`src/rtl/system_led_sequencer.sv`:
```
// Autonomous LED pattern sequencer: a CPU-loaded table is stepped through and written to the
// LED PIO over an Avalon-MM master, either as full patterns or as set/clear deltas.
module system_led_sequencer #(
   parameter int unsigned PERIOD_W = 24
) (
   input  logic                clk,
   input  logic                reset,
   input  logic [3:0]          s_address,
   input  logic                s_chipselect,
   input  logic                s_write_n,
   input  logic                s_read_n,
   input  logic [31:0]         s_writedata,
   output logic [31:0]         s_readdata,
   output logic [2:0]          m_address,
   output logic                m_chipselect,
   output logic                m_write_n,
   output logic [31:0]         m_writedata,
   input  logic                m_waitrequest
);

   localparam logic [2:0] StIdle   = 3'd0;
   localparam logic [2:0] StFetch  = 3'd1;
   localparam logic [2:0] StWrFull = 3'd2;
   localparam logic [2:0] StWrSet  = 3'd3;
   localparam logic [2:0] StWrClr  = 3'd4;
   localparam logic [2:0] StWait   = 3'd5;

   logic [2:0]          state_q, state_d;
   logic                en_q, en_d;
   logic                loop_q, delta_q;
   logic                restart_q, restart_d, restart_nx;
   logic [PERIOD_W-1:0] period_q;
   logic [3:0]          length_q;
   logic [7:0]          tbl_q [8];
   logic [7:0]          shadow_q, shadow_d;
   logic [2:0]          index_q, index_d;
   logic [7:0]          pat_q, pat_d;
   logic [7:0]          set_q, set_d;
   logic [7:0]          clr_q, clr_d;
   logic [PERIOD_W-1:0] cnt_q, cnt_d;
   logic                fsm_clr_en;

   logic                wr, wr_ctrl, busy, accept, last;
   logic [3:0]          len_eff;
   logic [PERIOD_W-1:0] period_eff;
   logic [2:0]          fetch_idx;
   logic [7:0]          fetch_pat, fetch_set, fetch_clr;
   logic [31:0]         rdata;
   logic                unused_wdata;

   assign unused_wdata = ^s_writedata;

   assign wr         = s_chipselect & ~s_write_n;
   assign wr_ctrl    = wr && (s_address == 4'd0);
   assign busy       = (state_q != StIdle);
   assign accept     = m_chipselect & ~m_waitrequest;
   assign len_eff    = (length_q == 4'd0) ? 4'd1 : ((length_q > 4'd8) ? 4'd8 : length_q);
   assign period_eff = (period_q == '0) ? {{(PERIOD_W-1){1'b0}}, 1'b1} : period_q;
   assign last       = ({1'b0, index_q} == (len_eff - 4'd1));

   // A pending restart redirects the very next fetch to entry 0
   assign fetch_idx = restart_q ? 3'd0 : index_q;
   assign fetch_pat = tbl_q[fetch_idx];
   assign fetch_set = fetch_pat & ~shadow_q;
   assign fetch_clr = shadow_q & ~fetch_pat;

   always_comb begin
      state_d    = state_q;
      index_d    = index_q;
      pat_d      = pat_q;
      set_d      = set_q;
      clr_d      = clr_q;
      shadow_d   = shadow_q;
      cnt_d      = cnt_q;
      restart_d  = restart_q;
      fsm_clr_en = 1'b0;
      case (state_q)
         StIdle: begin
            restart_d = 1'b0;
            if (wr_ctrl && s_writedata[0]) begin
               index_d = 3'd0;
               state_d = StFetch;
            end
         end
         StFetch: begin
            pat_d     = fetch_pat;
            set_d     = fetch_set;
            clr_d     = fetch_clr;
            index_d   = fetch_idx;
            restart_d = 1'b0;
            if (!delta_q) begin
               state_d = StWrFull;
            end else if (fetch_set != 8'd0) begin
               state_d = StWrSet;
            end else if (fetch_clr != 8'd0) begin
               state_d = StWrClr;
            end else begin
               state_d = StWait;
               cnt_d   = period_eff;
            end
         end
         StWrFull: begin
            if (accept) begin
               shadow_d = pat_q;
               state_d  = en_q ? StWait : StIdle;
               cnt_d    = period_eff;
            end
         end
         StWrSet: begin
            if (accept) begin
               shadow_d = shadow_q | set_q;
               cnt_d    = period_eff;
               if (!en_q) begin
                  state_d = StIdle;
               end else if (clr_q != 8'd0) begin
                  state_d = StWrClr;
               end else begin
                  state_d = StWait;
               end
            end
         end
         StWrClr: begin
            if (accept) begin
               shadow_d = shadow_q & ~clr_q;
               state_d  = en_q ? StWait : StIdle;
               cnt_d    = period_eff;
            end
         end
         StWait: begin
            if (!en_q) begin
               state_d = StIdle;
            end else if (restart_q) begin
               state_d = StFetch;
            end else if (cnt_q <= {{(PERIOD_W-1){1'b0}}, 1'b1}) begin
               if (last && !loop_q) begin
                  fsm_clr_en = 1'b1;
                  state_d    = StIdle;
               end else begin
                  // Also wraps an index left beyond a LENGTH that shrank mid-run
                  index_d = (({1'b0, index_q} + 4'd1) >= len_eff) ? 3'd0 : (index_q + 3'd1);
                  state_d = StFetch;
               end
            end else begin
               cnt_d = cnt_q - {{(PERIOD_W-1){1'b0}}, 1'b1};
            end
         end
         default: state_d = StIdle;
      endcase
   end

   // CPU writes to CTRL take priority over the sequencer's own end-of-run EN clear
   always_comb begin
      en_d = en_q;
      if (fsm_clr_en) en_d = 1'b0;
      if (wr_ctrl) en_d = s_writedata[0];
      restart_nx = restart_d | (wr_ctrl & s_writedata[3] & busy);
   end

   always_ff @(posedge clk) begin
      if (reset) begin
         state_q   <= StIdle;
         en_q      <= 1'b0;
         loop_q    <= 1'b0;
         delta_q   <= 1'b0;
         restart_q <= 1'b0;
         period_q  <= '0;
         length_q  <= 4'd0;
         shadow_q  <= 8'd0;
         index_q   <= 3'd0;
         pat_q     <= 8'd0;
         set_q     <= 8'd0;
         clr_q     <= 8'd0;
         cnt_q     <= '0;
         for (int i = 0; i < 8; i++) tbl_q[i] <= 8'd0;
      end else begin
         state_q   <= state_d;
         en_q      <= en_d;
         restart_q <= restart_nx;
         shadow_q  <= shadow_d;
         index_q   <= index_d;
         pat_q     <= pat_d;
         set_q     <= set_d;
         clr_q     <= clr_d;
         cnt_q     <= cnt_d;
         if (wr_ctrl) begin
            loop_q  <= s_writedata[1];
            delta_q <= s_writedata[2];
         end
         if (wr && (s_address == 4'd2)) period_q <= s_writedata[PERIOD_W-1:0];
         if (wr && (s_address == 4'd3)) length_q <= s_writedata[3:0];
         if (wr && s_address[3]) tbl_q[s_address[2:0]] <= s_writedata[7:0];
      end
   end

   always_comb begin
      m_chipselect = 1'b0;
      m_address    = 3'd0;
      m_writedata  = 32'd0;
      case (state_q)
         StWrFull: begin
            m_chipselect = 1'b1;
            m_writedata  = {24'd0, pat_q};
         end
         StWrSet: begin
            m_chipselect = 1'b1;
            m_address    = 3'd4;
            m_writedata  = {24'd0, set_q};
         end
         StWrClr: begin
            m_chipselect = 1'b1;
            m_address    = 3'd5;
            m_writedata  = {24'd0, clr_q};
         end
         default: ;
      endcase
      m_write_n = ~m_chipselect;
   end

   always_comb begin
      rdata = 32'd0;
      case (s_address)
         4'd0: rdata[2:0] = {delta_q, loop_q, en_q};
         4'd1: begin
            rdata[0]    = busy;
            rdata[10:8] = index_q;
         end
         4'd2: rdata[PERIOD_W-1:0] = period_q;
         4'd3: rdata[3:0] = length_q;
         default: if (s_address[3]) rdata[7:0] = tbl_q[s_address[2:0]];
      endcase
      s_readdata = (s_chipselect && !s_read_n) ? rdata : 32'd0;
   end

endmodule

```
`config.mk`:
```
export PLATFORM = sky130hd
export DESIGN_NAME = system_led_sequencer
export DESIGN_NICKNAME = d
export VERILOG_FILES = /design/src/rtl/system_led_sequencer.sv
export SDC_FILE = /design/constraint.sdc
export NUM_CORES = 1
export LEC_CHECK = 0
export BUFFER_PORTS_ARGS = -buffer_cell sky130_fd_sc_hd__buf_2
export CAP_MARGIN = 10
export CORE_UTILIZATION = 53
export CTS_CLUSTER_SIZE = 16
export DETAILED_ROUTE_END_ITERATION = 7
export GPL_TIMING_DRIVEN = 0
export PLACE_DENSITY = 0.83
export RECOVER_POWER = 100
export SLEW_MARGIN = 20
export SYNTH_ARGS = -nofsm -noshare
export SYNTH_HDL_FRONTEND = slang
export SYNTH_SLANG_ARGS = --single-unit
export TNS_END_PERCENT = 20
```
`constraint.sdc`:
```
create_clock -name clk -period 3.11 [get_ports clk]
set_clock_uncertainty 0.2 [all_clocks]
set_input_delay 0.622 -clock clk [delete_from_list [all_inputs] [get_ports clk]]
set_output_delay 0.622 -clock clk [all_outputs]
set_load 0.05 [all_outputs]
```
== After elaboration in Yosys (flattened, before gate mapping) ==
Memories as Yosys holds them, arrays and structs flattened.
Index checks and enable logic that the tools add are counted.

* Word-level logic and storage cells: 155
* Bits in registers: 94
* RAM bits: 64
* Memories: 1

{| class="wikitable"
|+ Memories
! memory !! words !! bits a word !! read ports !! clocked after Yosys merged registers in !! write ports !! RTL line !! text
|-
| tbl_q || 8 || 8 || 2 || 0 || 8 || 34 || <nowiki>logic [7:0] tbl_q [8];</nowiki>
|}

* Reductions and logical operators: 31
* Add/sub/neg operators: 4
* Mux-type cells: 64
* $lt $le $gt $ge: 3
* Bitwise logic cells: 15
* Eq/ne operators: 24

{| class="wikitable"
|+ Operators by type and width
! cell !! count
|-
| 2-to-1 mux 24 bit || 9
|-
| case mux 24 bit (3 select lines) || 1
|-
| 2-to-1 mux 3 bit || 18
|-
| case mux 8 bit (3 select lines) || 2
|-
| 2-to-1 mux 8 bit || 5
|-
| bitwise AND 8 bit || 3
|-
| <= comparator 24 x 1 -> 1 bit (second input constant) || 1
|-
| logical NOT 24 bit || 1
|-
| inequality test 2 bit (second input constant) || 12
|-
| NOT 8 bit || 3
|-
| nonzero test 8 bit || 3
|-
| subtractor 24 x 1 -> 24 bit (second input constant) || 1
|-
| 2-to-1 mux 1 bit || 18
|-
| case mux 3 bit (5 select lines) || 1
|-
| 2-to-1 mux 13 bit || 1
|-
| case mux 3 bit (2 select lines) || 2
|-
| nonzero test 3 bit || 4
|-
| case mux 3 bit (3 select lines) || 1
|-
| equality test 4 x 2 -> 1 bit (second input constant) || 2
|-
| logical NOT 4 bit || 2
|-
| 2-to-1 mux 4 bit || 2
|-
| bitwise OR 8 bit || 1
|-
| case mux 2 bit (4 select lines) || 1
|-
| case mux 4 bit (2 select lines) || 1
|-
| other kinds (27) || 46
|}

== Logic depth before layout (Yosys ltp) ==
* Word-level depth: 13
* Depth in mapped cells: 13
* Gate-level depth less buffers: 11

== Worst setup path after synthesis ==
No wires, ideal clock.

* Path kind: input-to-output
* Start point: input port s_address[1]
* End point: output port s_readdata[0]
* Buffers on the path: 3
* Slack: -601 ps
* Arrival time: 2889 ps
* Required time: 2288 ps
* Cell stages on the path: 7
* Path through: clkbuf_1 clkbuf_1 clkbuf_1 nand2_1 nor2_1 o21ai_0 a21oi_1

* Word-level cells in the longest chain between the ends: 4
* Elaborated cells between the ends (all ways): 8

{| class="wikitable"
|+ Ends and longest elaborated chain
! element !! RTL line !! text
|-
| start, declared || 8 || <nowiki>input logic [3:0] s_address,</nowiki>
|-
| memory (8 x 8 bit) || -- ||
|-
| 2-to-1 mux 8 bit || 229 || <nowiki>default: if (s_address[3]) rdata[7:0] = tbl_q[s_address[2:0]];</nowiki>
|-
| case mux 1 bit (4 select lines) * || 221 || <nowiki>case (s_address)</nowiki>
|-
| 2-to-1 mux 24 bit * || 231 || <nowiki>s_readdata = (s_chipselect && !s_read_n) ? rdata : 32'd0;</nowiki>
|-
| end, declared || 13 || <nowiki>output logic [31:0] s_readdata,</nowiki>
|}

Every way passes the cells marked *; elsewhere a longest branch is shown, timed or not.

== Final worst setup path ==
* Start point: register index_q[0]
* End point: register cnt_q[1]

* Word-level cells in the longest chain between the ends: 7
* Elaborated cells between the ends (all ways): 10

{| class="wikitable"
|+ Ends and longest elaborated chain
! element !! RTL line !! text
|-
| start, declared || 36 || <nowiki>logic [2:0] index_q, index_d;</nowiki>
|-
| start signal, assigned || 180 || <nowiki>index_q <= index_d;</nowiki>
|-
| 2-to-1 mux 3 bit * || 62 || <nowiki>assign fetch_idx = restart_q ? 3'd0 : index_q;</nowiki>
|-
| memory (8 x 8 bit) * || -- ||
|-
| NOT 8 bit || 65 || <nowiki>assign fetch_clr = shadow_q & ~fetch_pat;</nowiki>
|-
| bitwise AND 8 bit || 65 ||
|-
| nonzero test 8 bit || 95 || <nowiki>end else if (fetch_clr != 8'd0) begin</nowiki>
|-
| inequality test 2 bit (no line) || -- ||
|-
| AND reduction 8 bit (no line) * || -- ||
|-
| end signal, assigned || 184 || <nowiki>cnt_q <= cnt_d;</nowiki>
|-
| end, declared || 40 || <nowiki>logic [PERIOD_W-1:0] cnt_q, cnt_d;</nowiki>
|}

Marks and branches as above.
A chain may end at the register's enable or synchronous reset.

==> results.toml <==
[global_route]
grt_antenna_before_repair = 0
grtUsageTotal_pct = 32.1
grt_first_pass_wirelength_um = 44100
overflow = 0
first_global_vias = 7899
grt_max_degree = 18

[yosys]
synth_top_area_cell = "edfxtp_1"
synth-seq-cells = 158
syn-cell-area_um2 = 9320
synthFlopType = "dfxtp_1"
yosys_warnings = 0
yosysTopAreaCellShare_pct = 20.6
synth_seq_area_share_pct = 40.8
async_flop_share_pct = 0
syn_inst = 1078
avgSynthCellArea_um2 = 8.65
ys_top_cells_by_area = "edfxtp_1 21%, dfxtp_1 20%, a21oi_1 7.4%, and2_1 5.5%, nand2_1 5.2%"
synth_edf_count = 64
ys_types = 74

[clock_network]
clk_path_buf_depth = 2
cts.clk_slew.worst_paths_ns = 0.07
ctsHtreeMaxLevel = 4
clock_sinks = 158
clkLatencyLatePin_ns = 0.45
cts_tree = "done"
cts-root-buf = "clkbuf_16"
cts_made_buffers = 17

[layout]
diodes = 0
finalNetCount = 1260
area_delta_synth_final_pct = 21.1
fin_area_um2 = 11300
finalNonFillerCells = 1448
fin_util_pct = 65.5
drive_above_1_share_pct = 23.0

[placement]
place_hpwl_um = 21100
port_buffers = 68
dp_cells = 1403
place_area_um2 = 10100
pre_cts_slack_ns = -0.699
gp_congestion = 1.02

[sta]
fin_crit_ns = 3.16
fmax_mhz = 317
worst_slack_ns = -0.0460
finalSetupViolCount = 11
maxSlewHeadroom_pct = 43.7
rsz0062_at_grt = "yes"
hold_viol_final = 0
period_share_pct = 101
worst_pin_slew_ns = 0.838
drv_slew = 0

[setup_path]
start_kind = "register"
crit_type = "register to register"
critPathArrivalTime_ns = 3.34
critPathCapture = "cnt_q[1]"
r2r-end = "cnt_q[1]"
setup.worst_path.start = "index_q[0]"
critical_path_required_ns = 3.29
slowest_delay_ns = 0.41
r2r.worst_path.cells = 11
crit_path_cell_trace = "buf_4, mux2_1, a221oi_4, a221oi_2, a2111oi_4, nand2_1, o21a_2, buf_6, buf_8, a211o_1, a21oi_2"
r2r_start = "index_q[0]"
setup.worst_path.end_class = "register"
reg2reg_slack_ns = -0.05
cp_slowest_cell = "dfxtp_4"
cp_max_fo = 6

[floorplanning]
die_h_um = 135
rows = 48
dieWidth_um = 135
io-pin-count = 111
start_util_pct = 54.1
die_area_um2 = 18100
coreArea_um2 = 17200

[power]
ir_worst_vdd_mv = 0.395
totalPowerFinal_mw = 5.24
powerDensity_nw_per_um2 = 464
p_leak_nw = 4.07

[drt]
ant_nets = 0
drt-initial-drc-count = 1218
via_per_inst = 6.31
drc = 0
vias = 9130
first_pass_iters = 6
routedWlPerCell_um = 20.7
wirelength_um = 30000

[job]
cap_viol_max_count = 0

[run_status]
violations = "negative setup slack"
status = "finished with violations"

[min_path]
hold_class = "input pin to register"
==> cell type report <==
cell class                      count  area, um2
Buffer                            108        719
Clock buffer                       17        425
Clock inverter                     14        144
Fill cell                        1389       5950
Inverter                           12       45.0
Multi-Input combinational cell    829       5340
Sequential cell                   158       3810
Tap cell                          225        282
Timing Repair Buffer               85        520
==> repair_timing <==
item,4_1_cts,5_1_grt
resized for setup,46,94
setup buffers,0,13
pin swaps,2,35
hold buffers,0,0
cloned,0,4
endpoints found under the setup margin,54,53
==> critical path, delay by kind of cell, from the launching register on <==
family	cells	cell delay, ns
compound gates	6	1.53
buf+inv	3	0.43
flops	1	0.41
mux	1	0.39
simple gates	1	0.13
==> state kept, by name, indices dropped and copies added (netlist names), 3 cells and up <==
signal,count
clr_q,8
state_q,3
set_q,8
cnt_q,24
shadow_q,8
pat_q,8
tbl_q,64
index_q,3
length_q,4
period_q,24
==> routing by layer <==
| metal | routed length (um) | global-route usage (%) |
|---|---|---|
| met2 | 13300 | 48.5 |
| met1 | 12400 | 46.0 |
| met4 | 775 | 10.2 |
| met5 | 0 | 0 |
| met3 | 3590 | 6.72 |
==> worst min path at each step <==
stage          cells past startpoint  slack, ns       startpoint            to
2_1_floorplan                      2       0.24           loop_q        loop_q
3_3_place_gp                       2       0.26        cnt_q[20]     cnt_q[20]
3_5_place_dp                       2       0.27         set_q[1]      set_q[1]
4_1_cts                            3       0.20  s_writedata[11]  period_q[11]
5_1_grt                            3       0.21  s_writedata[11]  period_q[11]
6_report                           3       0.20  s_writedata[11]  period_q[11]
==> metrics by stage <==
step | hold WS [ns] | TNS, ns
final | 0.202 | -0.204
after global routing | 0.209 | -1.67
after CTS | 0.198 | -0.610
after detailed placement | 0.265 | -30.53
after global placement | 0.255 | -29.02
after floorplan | 0.243 | -0.627
==> where the power goes <==
group          internal [mW]  switching (mW)  leakage [nW]
clock                   1.06           0.991         0.272
sequential              2.23          0.0716          1.37
combinational          0.285           0.597          2.43
==> logic make-up after synthesis <==
group                      share of synthesized area (%)
buffers and inverters                               6.85
muxes                                               6.54
other                                             0.0402
and+or+nand+nor                                     24.2
adders and majority gates                           1.05
xor gates and xnor gates                           0.282
AOI/OAI and AO/OA                                   20.3
DFF                                                 40.8
==> synthesized netlist by cell type (4+ instances only) <==
| cell type | n |
|---|---|
| dfxtp_1 | 94 |
| a32oi_1 | 13 |
| a21oi_1 | 137 |
| a31oi_1 | 6 |
| ha_1 | 7 |
| inv_1 | 11 |
| nor2_1 | 85 |
| a22oi_1 | 31 |
| nor4_1 | 17 |
| and2_1 | 82 |
| nand3_1 | 11 |
| nand2b_1 | 20 |
| or3_1 | 9 |
| o21ai_0 | 43 |
| mux4_2 | 9 |
| a22o_1 | 4 |
| mux2_2 | 13 |
| nand2_1 | 128 |
| o31ai_1 | 9 |
| buf_2 | 12 |
| nor2b_1 | 15 |
| edfxtp_1 | 64 |
| buf_4 | 39 |
| a221oi_1 | 17 |
| or2_1 | 9 |
| clkbuf_1 | 55 |
| o32ai_1 | 5 |
| nor3b_1 | 4 |
| o22ai_1 | 10 |
| mux2i_1 | 14 |
| mux2_1 | 8 |
| or2_2 | 14 |
| nor3_1 | 24 |
==> layout by cell type, fill, tap and decap left out, types with 6 or more instances in the layout <==
cell and n:
or3_1 8, buf_2 61, o21ai_0 39, conb_1 33, inv_8 7, mux2i_1 14, nor3_1 23, mux2_2 14
nand2_1 127, nand3_1 11, a32oi_1 9, o22ai_1 10, mux4_2 9, o31ai_1 9, buf_4 51, a21oi_1 122
clkbuf_4 12, edfxtp_1 64, nor4_1 16, ha_1 7, clkbuf_1 39, dfxtp_1 91, a221oi_2 8, a21oi_2 12
mux2_1 7, a221oi_1 7, and2_1 38, or2_1 9, nor2_1 81, or2_0 8, nand2b_1 20, a31oi_1 6
buf_6 11, nor2b_1 13, clkbuf_2 10, inv_1 10, clkbuf_16 19, a22oi_1 29, and2_0 43, or2_2 6
Note: power is estimated with default switching activity, not from simulation.
